[src/rtl/cpu_pkg.sv]
// Shared types for the 8-bit accumulator CPU.
// Imported by the control unit and the datapath.
package cpu_pkg;

  localparam int CPU_W = 8;

  typedef enum logic [1:0] {
    MUX_ACC = 2'b00,
    MUX_DR  = 2'b01,
    MUX_PC  = 2'b10,
    MUX_MEM = 2'b11
  } mux_sel_t;

  typedef enum logic [1:0] {
    ALU_ADD  = 2'b00,
    ALU_PASS = 2'b01,
    ALU_AND  = 2'b10,
    ALU_COM  = 2'b11
  } alu_op_t;

  localparam logic [CPU_W-1:0] OP_LDA  = 8'h00;
  localparam logic [CPU_W-1:0] OP_ADDA = 8'h01;
  localparam logic [CPU_W-1:0] OP_STOA = 8'h02;
  localparam logic [CPU_W-1:0] OP_JMP  = 8'h03;
  localparam logic [CPU_W-1:0] OP_COMA = 8'h04;

endpackage

[src/rtl/alu.sv]
// Combinational ALU: A is the accumulator, B is the bus.
// Carry is only produced by ADD.
module alu
  import cpu_pkg::*;
#(
  parameter int WIDTH = 8
) (
  input  logic [WIDTH-1:0] a,
  input  logic [WIDTH-1:0] b,
  input  alu_op_t          op,
  output logic [WIDTH-1:0] r,
  output logic             c
);

  logic [WIDTH:0] sum;

  assign sum = {1'b0, a} + {1'b0, b};

  always_comb begin
    r = '0;
    c = 1'b0;
    unique case (op)
      ALU_ADD: begin
        r = sum[WIDTH-1:0];
        c = sum[WIDTH];
      end
      ALU_PASS: r = b;
      ALU_AND:  r = a & b;
      ALU_COM:  r = ~a;
    endcase
  end

endmodule

[src/rtl/datapath.sv]
// Register-transfer datapath of the accumulator CPU:
// AR/PC/IR/DR/AC, Z/C flags, internal bus and memory port.
module datapath
  import cpu_pkg::*;
#(
  parameter int WIDTH    = 8,
  parameter int RETIRE_W = 16
) (
  input  logic                clk,
  input  logic                rst,
  input  logic [1:0]          mux_sel,
  input  logic [1:0]          alu_op,
  input  logic                ar_load,
  input  logic                pc_load,
  input  logic                pc_inc,
  input  logic                ac_load,
  input  logic                zc_load,
  input  logic                ir_load,
  input  logic                dr_load,
  input  logic                mem_we_in,
  input  logic [WIDTH-1:0]    mem_rdata,
  output logic [WIDTH-1:0]    mem_addr,
  output logic [WIDTH-1:0]    mem_wdata,
  output logic                mem_we,
  output logic [WIDTH-1:0]    instruction,
  output logic                flag_z,
  output logic                flag_c,
  output logic [WIDTH-1:0]    dbg_bus,
  output logic [WIDTH-1:0]    dbg_ac,
  output logic [WIDTH-1:0]    dbg_pc,
  output logic [RETIRE_W-1:0] retired
);

  logic [WIDTH-1:0]    ar_q;
  logic [WIDTH-1:0]    pc_q;
  logic [WIDTH-1:0]    ir_q;
  logic [WIDTH-1:0]    dr_q;
  logic [WIDTH-1:0]    ac_q;
  logic                z_q;
  logic                c_q;
  logic [RETIRE_W-1:0] ret_q;

  logic [WIDTH-1:0] bus;
  logic [WIDTH-1:0] alu_r;
  logic             alu_c;

  always_comb begin
    bus = '0;
    unique case (mux_sel_t'(mux_sel))
      MUX_ACC: bus = ac_q;
      MUX_DR:  bus = dr_q;
      MUX_PC:  bus = pc_q;
      MUX_MEM: bus = mem_rdata;
    endcase
  end

  alu #(
    .WIDTH(WIDTH)
  ) u_alu (
    .a (ac_q),
    .b (bus),
    .op(alu_op_t'(alu_op)),
    .r (alu_r),
    .c (alu_c)
  );

  always_ff @(posedge clk or posedge rst) begin
    if (rst) begin
      ar_q  <= '0;
      pc_q  <= '0;
      ir_q  <= '0;
      dr_q  <= '0;
      ac_q  <= '0;
      z_q   <= 1'b0;
      c_q   <= 1'b0;
      ret_q <= '0;
    end else begin
      if (ar_load) ar_q <= bus;
      if (ir_load) ir_q <= bus;
      if (dr_load) dr_q <= bus;
      if (ac_load) ac_q <= alu_r;
      if (zc_load) begin
        z_q <= (alu_r == '0);
        c_q <= alu_c;
      end
      if (pc_load)     pc_q <= bus;
      else if (pc_inc) pc_q <= pc_q + 1'b1;
      // Retired count sticks at all-ones rather than wrapping.
      if (ir_load && ret_q != '1) ret_q <= ret_q + 1'b1;
    end
  end

  assign mem_addr    = ar_q;
  assign mem_wdata   = bus;
  assign mem_we      = mem_we_in & ~rst;
  assign instruction = ir_q;
  assign flag_z      = z_q;
  assign flag_c      = c_q;
  assign dbg_bus     = bus;
  assign dbg_ac      = ac_q;
  assign dbg_pc      = pc_q;
  assign retired     = ret_q;

endmodule
[config.mk]
export PLATFORM = sky130hd
export DESIGN_NAME = datapath
export DESIGN_NICKNAME = d
export VERILOG_FILES = /design/src/rtl/cpu_pkg.sv /design/src/rtl/alu.sv /design/src/rtl/datapath.sv
export SDC_FILE = /design/constraint.sdc
export NUM_CORES = 1
export LEC_CHECK = 0
export CAP_MARGIN = 25
export CORE_ASPECT_RATIO = 1.5
export CORE_MARGIN = 4
export CORE_UTILIZATION = 30
export DETAILED_ROUTE_END_ITERATION = 8
export GPL_TIMING_DRIVEN = 0
export PLACE_DENSITY_LB_ADDON = 0.15
export SETUP_SLACK_MARGIN = 0.05
export SLEW_MARGIN = 0
export SYNTH_ARGS = -nofsm -noshare
export SYNTH_HDL_FRONTEND = slang
export SYNTH_SLANG_ARGS = --single-unit
[constraint.sdc]
create_clock -name clk -period 2.2 [get_ports clk]
set_input_delay 0.44 -clock clk [delete_from_list [all_inputs] [get_ports clk]]
set_output_delay 0.44 -clock clk [all_outputs]
set_load 0.01 [all_outputs]
==> results of run 1 <==
==> sequential cells by signal (all words and copies together), names as in the netlist <==
register     flops
dbg_ac           8
dbg_pc           8
dr_q             8
flag_c           1
flag_z           1
instruction      8
mem_addr         8
retired         16
==> Yosys cell counts (3+ instances only) <==
library cell / count / area [µm²]
buf_1: 4 / 15.0
nand4_1: 6 / 37.5
ha_1: 10 / 125
xor2_1: 8 / 70.1
o21ai_1: 5 / 25.0
a21oi_1: 7 / 35.0
buf_4: 9 / 67.6
xnor2_1: 15 / 131
and3_1: 4 / 25.0
o211ai_1: 3 / 22.5
nand3_1: 16 / 80.1
o21a_1: 3 / 22.5
clkbuf_1: 3 / 11.3
mux2i_1: 16 / 160
buf_2: 3 / 15.0
nor3_1: 3 / 15.0
dfrtp_1: 58 / 1450
and4_1: 3 / 26.3
nor2_1: 14 / 52.6
mux2_2: 27 / 304
nand2_1: 37 / 139
o21ai_0: 15 / 75.1
inv_1: 11 / 41.3
nor2b_1: 4 / 25.0
mux4_2: 6 / 135
==> logic make-up (layout without fill, tap and decap cells) <==
family | Yosys count | count (layout) | synth area share (%)
compound gates | 44 | 44 | 8.41
xor+xnor | 23 | 23 | 6.10
fa+ha+maj | 11 | 11 | 4.40
buf+inv | 30 | 179 | 4.55
flops | 58 | 58 | 44.0
mux | 50 | 50 | 18.5
simple gates | 95 | 95 | 14.1
==> cell usage in the layout, fill, tap and decap left out, types with 4 or more instances in the layout <==
cell type / netlist / routed
buf_12: 0 / 4
buf_4: 9 / 41
mux2i_4: 0 / 7
nor2b_1: 4 / 4
ha_1: 10 / 4
clkbuf_16: 0 / 9
inv_1: 11 / 8
dfrtp_2: 0 / 7
dfrtp_1: 58 / 51
nor2_1: 14 / 11
nand4_1: 6 / 6
mux4_2: 6 / 6
buf_2: 3 / 6
ha_4: 0 / 6
buf_1: 4 / 4
xor2_1: 8 / 8
nand3_1: 16 / 16
clkdlybuf4s50_1: 0 / 59
dlygate4sd2_1: 0 / 11
mux2i_1: 16 / 7
o21ai_1: 5 / 6
xnor2_1: 15 / 14
nand2_1: 37 / 37
mux2_2: 27 / 25
buf_6: 0 / 21
o21ai_2: 2 / 4
o21ai_0: 15 / 11
==> worst paths after layout <==
kind,from,end,slack (ps)
max in group asynchronous,rst,dbg_pc[5]$_DFFE_PP0P_,1140
min reg2reg,flag_z$_DFFE_PP0P_,flag_z$_DFFE_PP0P_,490
max reg2reg,dbg_pc[1]$_DFFE_PP0P_,dbg_ac[7]$_DFFE_PP0P_,-300
max,dbg_pc[1]$_DFFE_PP0P_,dbg_ac[7]$_DFFE_PP0P_,-300
min in group clk,flag_z$_DFFE_PP0P_,flag_z$_DFFE_PP0P_,490
min,rst,dbg_pc[1]$_DFFE_PP0P_,480
==> layout make-up <==
| class | instances | area, µm² | share of cell area (%) |
|---|---|---|---|
| plain buffers | 18 | 133 | 2.45 |
| clock buffers | 10 | 239 | 4.41 |
| clock inverters | 6 | 114 | 2.10 |
| inverters | 11 | 41.3 | 0.762 |
| multi-input cells | 223 | 1990 | 36.7 |
| flip-flops and latches | 58 | 1460 | 26.9 |
| well taps | 144 | 180 | 3.32 |
| repair buffers | 134 | 1260 | 23.3 |
==> stage by stage <==
step / instances / power, mW / setup slack, ps / hold WS (ps)
after floorplan: 311 / 3.30 / -356 / 475
after global placement: 539 / 4.50 / -1430 / 473
after detailed placement: 540 / 4.55 / -1400 / 484
after CTS: 595 / 6.83 / -359 / 497
after global routing: 604 / 7.48 / -387 / 509
final: 604 / 7.05 / -297 / 482
==> layer usage <==
layer  track usage (%)  part of all wire, %  up-vias
met4              8.43                  3.0        0
met2              29.8                   54       88
met3              4.29                  4.6       21
met1              17.8                   38     1435
met5                 0                    0        -
li1                  -                    -     1390
==> power breakdown <==
group | internal, mW | switching, mW
Sequential | 1.42 | 0.326
Combinational | 2.05 | 1.61
Clock | 1.14 | 0.499
Total | 4.61 | 2.44
==> worst max-delay path: cells and delay by family (launching register included) <==
family | cells | cell delay [ps]
AND/OR/NAND/NOR | 2 | 300
multiplexers | 3 | 1030
buffers and inverters | 1 | 90
AO/OA/AOI/OAI | 2 | 230
flip-flops | 1 | 420
adder cells (fa/ha/maj) | 1 | 310
==> what timing repair did <==
action,CTS,global route
resized for setup,112,24
pin swaps,18,12
endpoints found under the setup margin,26,25
setup buffers,41,9
==> flow_summary.toml, run 1 <==
[logic_synthesis]
synthFlopType = "dfrtp_1"
synth_edf_count = 0
synth_nets = 344
ys_ff_latch = 58
synthArstFlopShare_pct = 100
ys_warn_count = 0
synth-seq-area-share_pct = 44.0
post_synth_inst_count = 311
synth.distinct_cells = 43
syn_area_um2 = 3300
synth_area_per_cell_um2 = 10.6

[clock_network]
cts_buffer_depth = 2
cts_sinks = 58
clk_latency_ps = 330
h-tree-depth = 3
cts_buffers = 9
path_clk_slew_ps = 50
clockRootBuffer = "clkbuf_16"
hold_buffers = 0
cts_tree = "built"

[run_status]
violations = "negative setup slack"
status = "complete, but fails checks"

[sta]
hold_viol = 0
timing.fmax_mhz = 401
finalSetupTns_ps = -1170
setup_slack_ps = -297
slew_headroom_pct = 56.0
fin_crit_sh_pct = 113
min_period_ps = 2500
maxSlewViolCount = 0
worst_slew_pin_slew_ps = 660
setup_viol = 9
fin_skew_ps = 6.13
rsz0062_at_grt = "true"

[place]
place_area_um2 = 4410
hpwl_um = 7180
place_congestion = 0.858
port_buffers = 84

[critical_path]
crit_required_ps = 2410
ff2ff_path_depth = 9
endpoint_kind = "register"
startpoint_type = "register"
critical_path_class = "register to register"
critPathMaxStageDelay_ps = 550
critPathMaxFanout = 4
worstPathArrival_ps = 2700
cp_cell_sequence = "mux4_2 > ha_4 > and3_4 > buf_6 > o21ai_4 > a21oi_2 > mux2i_1 > nand3_1 > mux2_4"
crit_slowest_cell = "mux4_2"

[pwr]
vdd_ir_drop_max_mv = 0.503
leakage_nw = 2.30
p_per_area_nw_per_um2 = 1300

[grt]
grt_max_degree = 41
grt_remaining_overflow = 0
antenna_found_initial = 0
grt_pass1_wl_um = 16100
grt_pass1_vias = 3183
gr-usage-all-layers_pct = 16.6

[finish]
fillers = 968
num-nets-final = 488
fin_area_um2 = 5420
drive_above_1_share_pct = 37.0
antenna_cells = 0
area_growth_pct = 64.2
final_util_pct = 50.9

[floorplan]
die_width_um = 93.7
coreArea_um2 = 10600
fp.dieH_um = 136
rows = 46
start_util_pct = 31.0
ios = 89
dieArea_um2 = 12800

[drt]
viasPerCell = 4.86
dr.pass1.iters = 4
wl_um = 10200
drt_iter0_markers = 102
routedWlPerCell_um = 16.9
num_vias = 2934
ant_nets = 0
drc_errors = 0

[min_path]
hold_path.class = "primary input to asynchronous set/reset pin"

[job]
maxCapViolations = 0
No activity file was read; power rests on OpenSTA's default activity.
==> run 2, diff against run 1 <==
PLACE_DENSITY = 0.59   (was default)
PLACE_DENSITY_LB_ADDON = default   (was 0.15)
==> run 2 against run 1 <==
The flow still finishes with violations (negative setup slack). Utilization fell by 0.99 points. Clock power fell by 20%. Largest power group unchanged. Global-route usage fell by 0.57 points.
==> flow_summary.toml, run 2 (synthesis gave the netlist of run 1 again) <==
[pwr]
clkPwrFrac_pct = 19.5
combPwrFrac_pct = 54.4
leakage_nw = 2.24
p_per_area_nw_per_um2 = 1260
vdd_ir_drop_max_mv = 0.568
cellInternalPower_mw = 4.32
p_sw_share_pct = 35.6
netSwitchingPower_mw = 2.39
seq_power_share_pct = 26.2

[floorplan]
start_util_pct = 31.0
dieArea_um2 = 12800
ios = 89
die_width_um = 93.7
coreArea_um2 = 10600
fp.dieH_um = 136
rows = 46

[clock_network]
clockRootBuffer = "clkbuf_16"
hold_buffers = 0
path_clk_slew_ps = 50
clk_latency_ps = 320
cts_buffers = 9
h-tree-depth = 3
cts_tree = "built"
cts_buffer_depth = 2
cts_sinks = 58

[place]
port_buffers = 84
place_congestion = 0.857
dp_cells = 540
hpwl_um = 7020

[run_status]
violations = "negative setup slack"
status = "complete, but fails checks"

[sta]
maxSlewViolCount = 0
fin_skew_ps = 4.42
min_period_ps = 2470
finalSetupTns_ps = -1050
slew_headroom_pct = 54.8
hold_viol = 0
fin_crit_sh_pct = 112
rsz0062_at_grt = "true"
timing.fmax_mhz = 405
worst_slew_pin_slew_ps = 678
setup_slack_ps = -272
setup_viol = 8

[finish]
mostFrequentLayoutCell = "clkdlybuf4s50_1"
largest_register_ffs = 16
mostFrequentLayoutCells = "clkdlybuf4s50_1 (59), dfrtp_1 (51), buf_4 (36)"
antenna_cells = 0
area_growth_pct = 61.0
num-nets-final = 483
drive_above_1_share_pct = 36.3
final_cells = 599

[grt]
grt_max_degree = 43
grt_pass1_vias = 3020
antenna_found_initial = 0
gr-usage-all-layers_pct = 16.1
grt_pass1_wl_um = 15700
grt_remaining_overflow = 0

[drt]
drc_errors = 0
routedWlPerCell_um = 16.9
drt_iter0_markers = 92
wl_um = 10100
ant_nets = 0
dr.pass1.iters = 4
viasPerCell = 4.82
num_vias = 2890

[critical_path]
critical_path_class = "primary input to register"
critPathMaxFanout = 5
crit_required_ps = 2420
endpoint_kind = "register"
worstPathArrival_ps = 2690
startpoint_type = "primary input"

[min_path]
hold_path.class = "primary input to asynchronous set/reset pin"

[job]
maxCapViolations = 0
==> run 2: changes by cell type in the layout (fill, tap and decap cells not counted), sizes merged, moves of 2 or more <==
cell,delta
buf,-8
clkdlybuf4s15,+2
bufinv,-3
clkbuf,+7
clkinvlp,-2
==> run 2: final cells by class <==
type / count / area (µm²)
timing repair buffer: 130 / 1240
fill: 969 / 5330
inverter: 11 / 41.3
clock inverter: 2 / 10.0
tap: 144 / 180
buffer: 17 / 129
sequential: 58 / 1460
multi-input combinational: 223 / 1980
clock buffer: 14 / 274
==> run 2: critical path: stages <==
cell	delay [ps]
buf_8	100
buf_12	120
mux4_2	370
ha_4	140
inv_2	30
fa_2	500
nor2_1	40
a211oi_1	210
a21oi_1	90
nor2_1	210
nand4_1	200
o41ai_2	230
==> run 2: final timing paths <==
path | from | to | slack (ps) | depth (start not counted)
worst min-delay path | rst | retired[10]$_DFFE_PP0P_ | 450 | 2
worst min register to register | flag_z$_DFFE_PP0P_ | flag_z$_DFFE_PP0P_ | 490 | 2
min in group clk | flag_z$_DFFE_PP0P_ | flag_z$_DFFE_PP0P_ | 490 | 2
worst max-delay path | mux_sel[1] | flag_z$_DFFE_PP0P_ | -270 | 12
worst max register to register | dbg_pc[2]$_DFFE_PP0P_ | flag_z$_DFFE_PP0P_ | -230 | 8
max in group asynchronous | rst | dbg_ac[4]$_DFFE_PP0P_ | 1190 | 3
==> run 2: timing repair <==
item / 4_1_cts / 5_1_grt
setup buffers: 36 / 10
endpoints found under the setup margin: 26 / 24
resized for setup: 105 / 34
pin swaps: 19 / 14
endpoints found under the hold margin: 0 / 0
==> run 2: through the flow <==
step           cell area (µm²)  util (%)  hold slack (ps)  power [mW]  setup slack (ps)
3_5_place_dp              4410      41.4              483        4.54             -1400
5_1_grt                   5320      49.9              477        7.15              -351
3_3_place_gp              4390      41.2              478        4.50             -1420
4_1_cts                   5170      48.6              459        6.53              -354
6_report                  5320      49.9              451        6.71              -272
2_1_floorplan             3370         -              475        3.30              -356
==> run 2: routing by layer <==
metal	wire length (µm)	global-route usage (%)	vias up	share of wire, %
li1	-	-	1380	-
met1	3810	17.6	1416	38
met2	5480	28.6	73	54
met3	623	5.39	21	6.2
met4	206	5.94	0	2.0
met5	0	0	-	0
==> run 2: power groups by stage <==
stage	sequential, mW	clock (mW)	combinational (mW)
after floorplan	1.84	0	1.47
after global placement	1.76	0	2.74
after detailed placement	1.76	0	2.78
after CTS	1.75	1.34	3.45
after global routing	1.81	1.39	3.96
final	1.76	1.31	3.65
==> run 3, diff against run 2 <==
DONT_BUFFER_PORTS = 1   (was default)
PLACE_DENSITY = 0.48   (was 0.59)
==> run 3 against run 2 <==
The flow still finishes with violations (negative setup slack). Routed wire length decreased by 6.5%. Non-clock buffer count decreased by 121. Clock power increased by 21%. Register-to-register slack got worse by 360 ps.
==> flow_summary.toml, run 3 (synthesis gave the netlist of run 1 again) <==
[place]
place_area_um2 = 3570
hpwl_um = 6990
place_congestion = 0.851
port_buffers = 0
pre_cts_slack_ps = -1060

[clock_network]
clk_latency_ps = 320
clockRootBuffer = "clkbuf_16"
cts_tree = "built"
hold_buffers = 0
path_clk_slew_ps = 60
cts_buffer_depth = 2
cts_sinks = 58
h-tree-depth = 3
cts_buffers = 9

[min_path]
hold_path.class = "primary input to asynchronous set/reset pin"

[critical_path]
crit_required_ps = 2420
crit_slowest_cell = "mux4_2"
worstSetupStartpoint = "dbg_ac[0]$_DFFE_PP0P_"
critPathMaxStageDelay_ps = 620
critical_path_class = "register to register"
reg2reg_from = "dbg_ac[0]$_DFFE_PP0P_"
endpoint_kind = "register"
critPathMaxFanout = 8
worstPathArrival_ps = 3020
startpoint_type = "register"
cp_cell_sequence = "mux4_2 > ha_4 > inv_2 > fa_2 > nand2b_4 > a21oi_2 > xor2_1 > o2111ai_2 > nand4_1 > o41ai_2"

[finish]
largest_register_ffs = 16
mostFrequentLayoutCell = "dfrtp_1"
seqCellArea_um2 = 1460
drive_above_1_share_pct = 32.2
area_growth_pct = 24.6
antenna_cells = 0
fin_area_um2 = 4110
num-nets-final = 363
fillers = 1080
multi_input_area_um2 = 1900
mostFrequentLayoutCells = "dfrtp_1 (49), nand2_1 (37), mux2_2 (26)"

[floorplan]
ios = 89
start_util_pct = 31.0
dieArea_um2 = 12800
fp.dieH_um = 136
die_width_um = 93.7
coreArea_um2 = 10600
rows = 46

[sta]
setup_viol = 9
min_period_ps = 2790
maxSlewViolCount = 0
fin_skew_ps = 8.52
fin_hold_ws_ps = 49.7
worst_slew_pin_slew_ps = 670
slew_headroom_pct = 55.3
fin_crit_sh_pct = 127
timing.fmax_mhz = 358
finalSetupTns_ps = -2780
rsz0062_at_grt = "true"
hold_viol = 0
setup_slack_ps = -592

[drt]
drc_errors = 0
dr.pass1.iters = 5
viasPerCell = 5.19
num_vias = 2487
routedWlPerCell_um = 19.8
drt_iter0_markers = 89
wl_um = 9470
ant_nets = 0

[grt]
grt_remaining_overflow = 0
grt_max_degree = 36
grt_pass1_vias = 2627
antenna_found_initial = 0
grt_pass1_wl_um = 14600
gr-usage-all-layers_pct = 15.2

[job]
maxCapViolations = 0

[pwr]
vdd_ir_drop_max_mv = 0.446
p_per_area_nw_per_um2 = 1370
leakage_nw = 1.71

[run_status]
violations = "negative setup slack"
status = "complete, but fails checks"
==> run 3: cell count changes in the layout (fill, tap and decap cells not counted), moves of 4 or more <==
| cell | delta |
|---|---|
| buf_12 | -4 |
| buf_4 | -22 |
| buf_6 | -17 |
| clkbuf_2 | -4 |
| clkdlybuf4s50_1 | -59 |
| dlygate4sd2_1 | -10 |
| mux2i_1 | +6 |
| mux2i_4 | -4 |
==> run 3: worst max-delay path, delay by kind of cell (launching register included) <==
kind | cells | cell delay (ps)
muxes | 1 | 620
AOI/OAI and AO/OA | 3 | 550
adders and majority gates | 2 | 430
and+or+nand+nor | 2 | 400
xor gates and xnor gates | 1 | 160
DFF | 1 | 460
buffers and inverters | 1 | 50
==> run 3: metrics by stage <==
step                      cells  util (%)  power (mW)
after floorplan             311         -        3.30
after global placement      455      33.3        3.74
after detailed placement    456      33.5        3.79
after CTS                   477      38.1        5.59
after global routing        479      38.6        5.98
final                       479      38.6        5.64
==> run 3: cell type report <==
| class | instances | share of cell area (%) |
|---|---|---|
| multi-input cells | 224 | 46.2 |
| flip-flops and latches | 58 | 35.6 |
| clock buffers | 12 | 6.48 |
| well taps | 144 | 4.38 |
| plain buffers | 19 | 3.01 |
| clock inverters | 4 | 1.76 |
| repair buffers | 7 | 1.58 |
| inverters | 11 | 1.00 |
==> run 3: layer usage <==
metal	part of all wire (%)	wire (µm)	GRT usage, %	up-vias
li1	-	-	-	1150
met1	36	3410	15.3	1241
met2	56	5260	28.6	79
met3	5.8	550	4.29	17
met4	2.7	253	6.75	0
met5	0	0	0	-
==> run 3: timing repair <==
action,4_1_cts,5_1_grt
pin swaps,9,11
setup buffers,4,3
resized for setup,22,11
endpoints found under the setup margin,14,12
cloned,1,0
==> run 3: report_power, final <==
part | internal, mW | total, mW | leakage, nW | switching, mW
Combinational | 0.984 | 2.08 | 0.832 | 1.10
Sequential | 1.43 | 1.98 | 0.708 | 0.549
Clock | 1.08 | 1.59 | 0.165 | 0.504
==> run 3: worst paths after layout <==
| kind | endpoint | slack [ps] | depth (start not counted) |
|---|---|---|---|
| min in group clk | flag_c$_DFFE_PP0P_ | 210 | 1 |
| worst min-delay path | instruction[3]$_DFFE_PP0P_ | 50 | 1 |
| max in group asynchronous | dbg_ac[5]$_DFFE_PP0P_ | 1540 | 2 |
| worst max-delay path | flag_z$_DFFE_PP0P_ | -590 | 10 |
| worst min register to register | dr_q[5]$_DFFE_PP0P_ | 500 | 1 |
| worst max register to register | flag_z$_DFFE_PP0P_ | -590 | 10 |
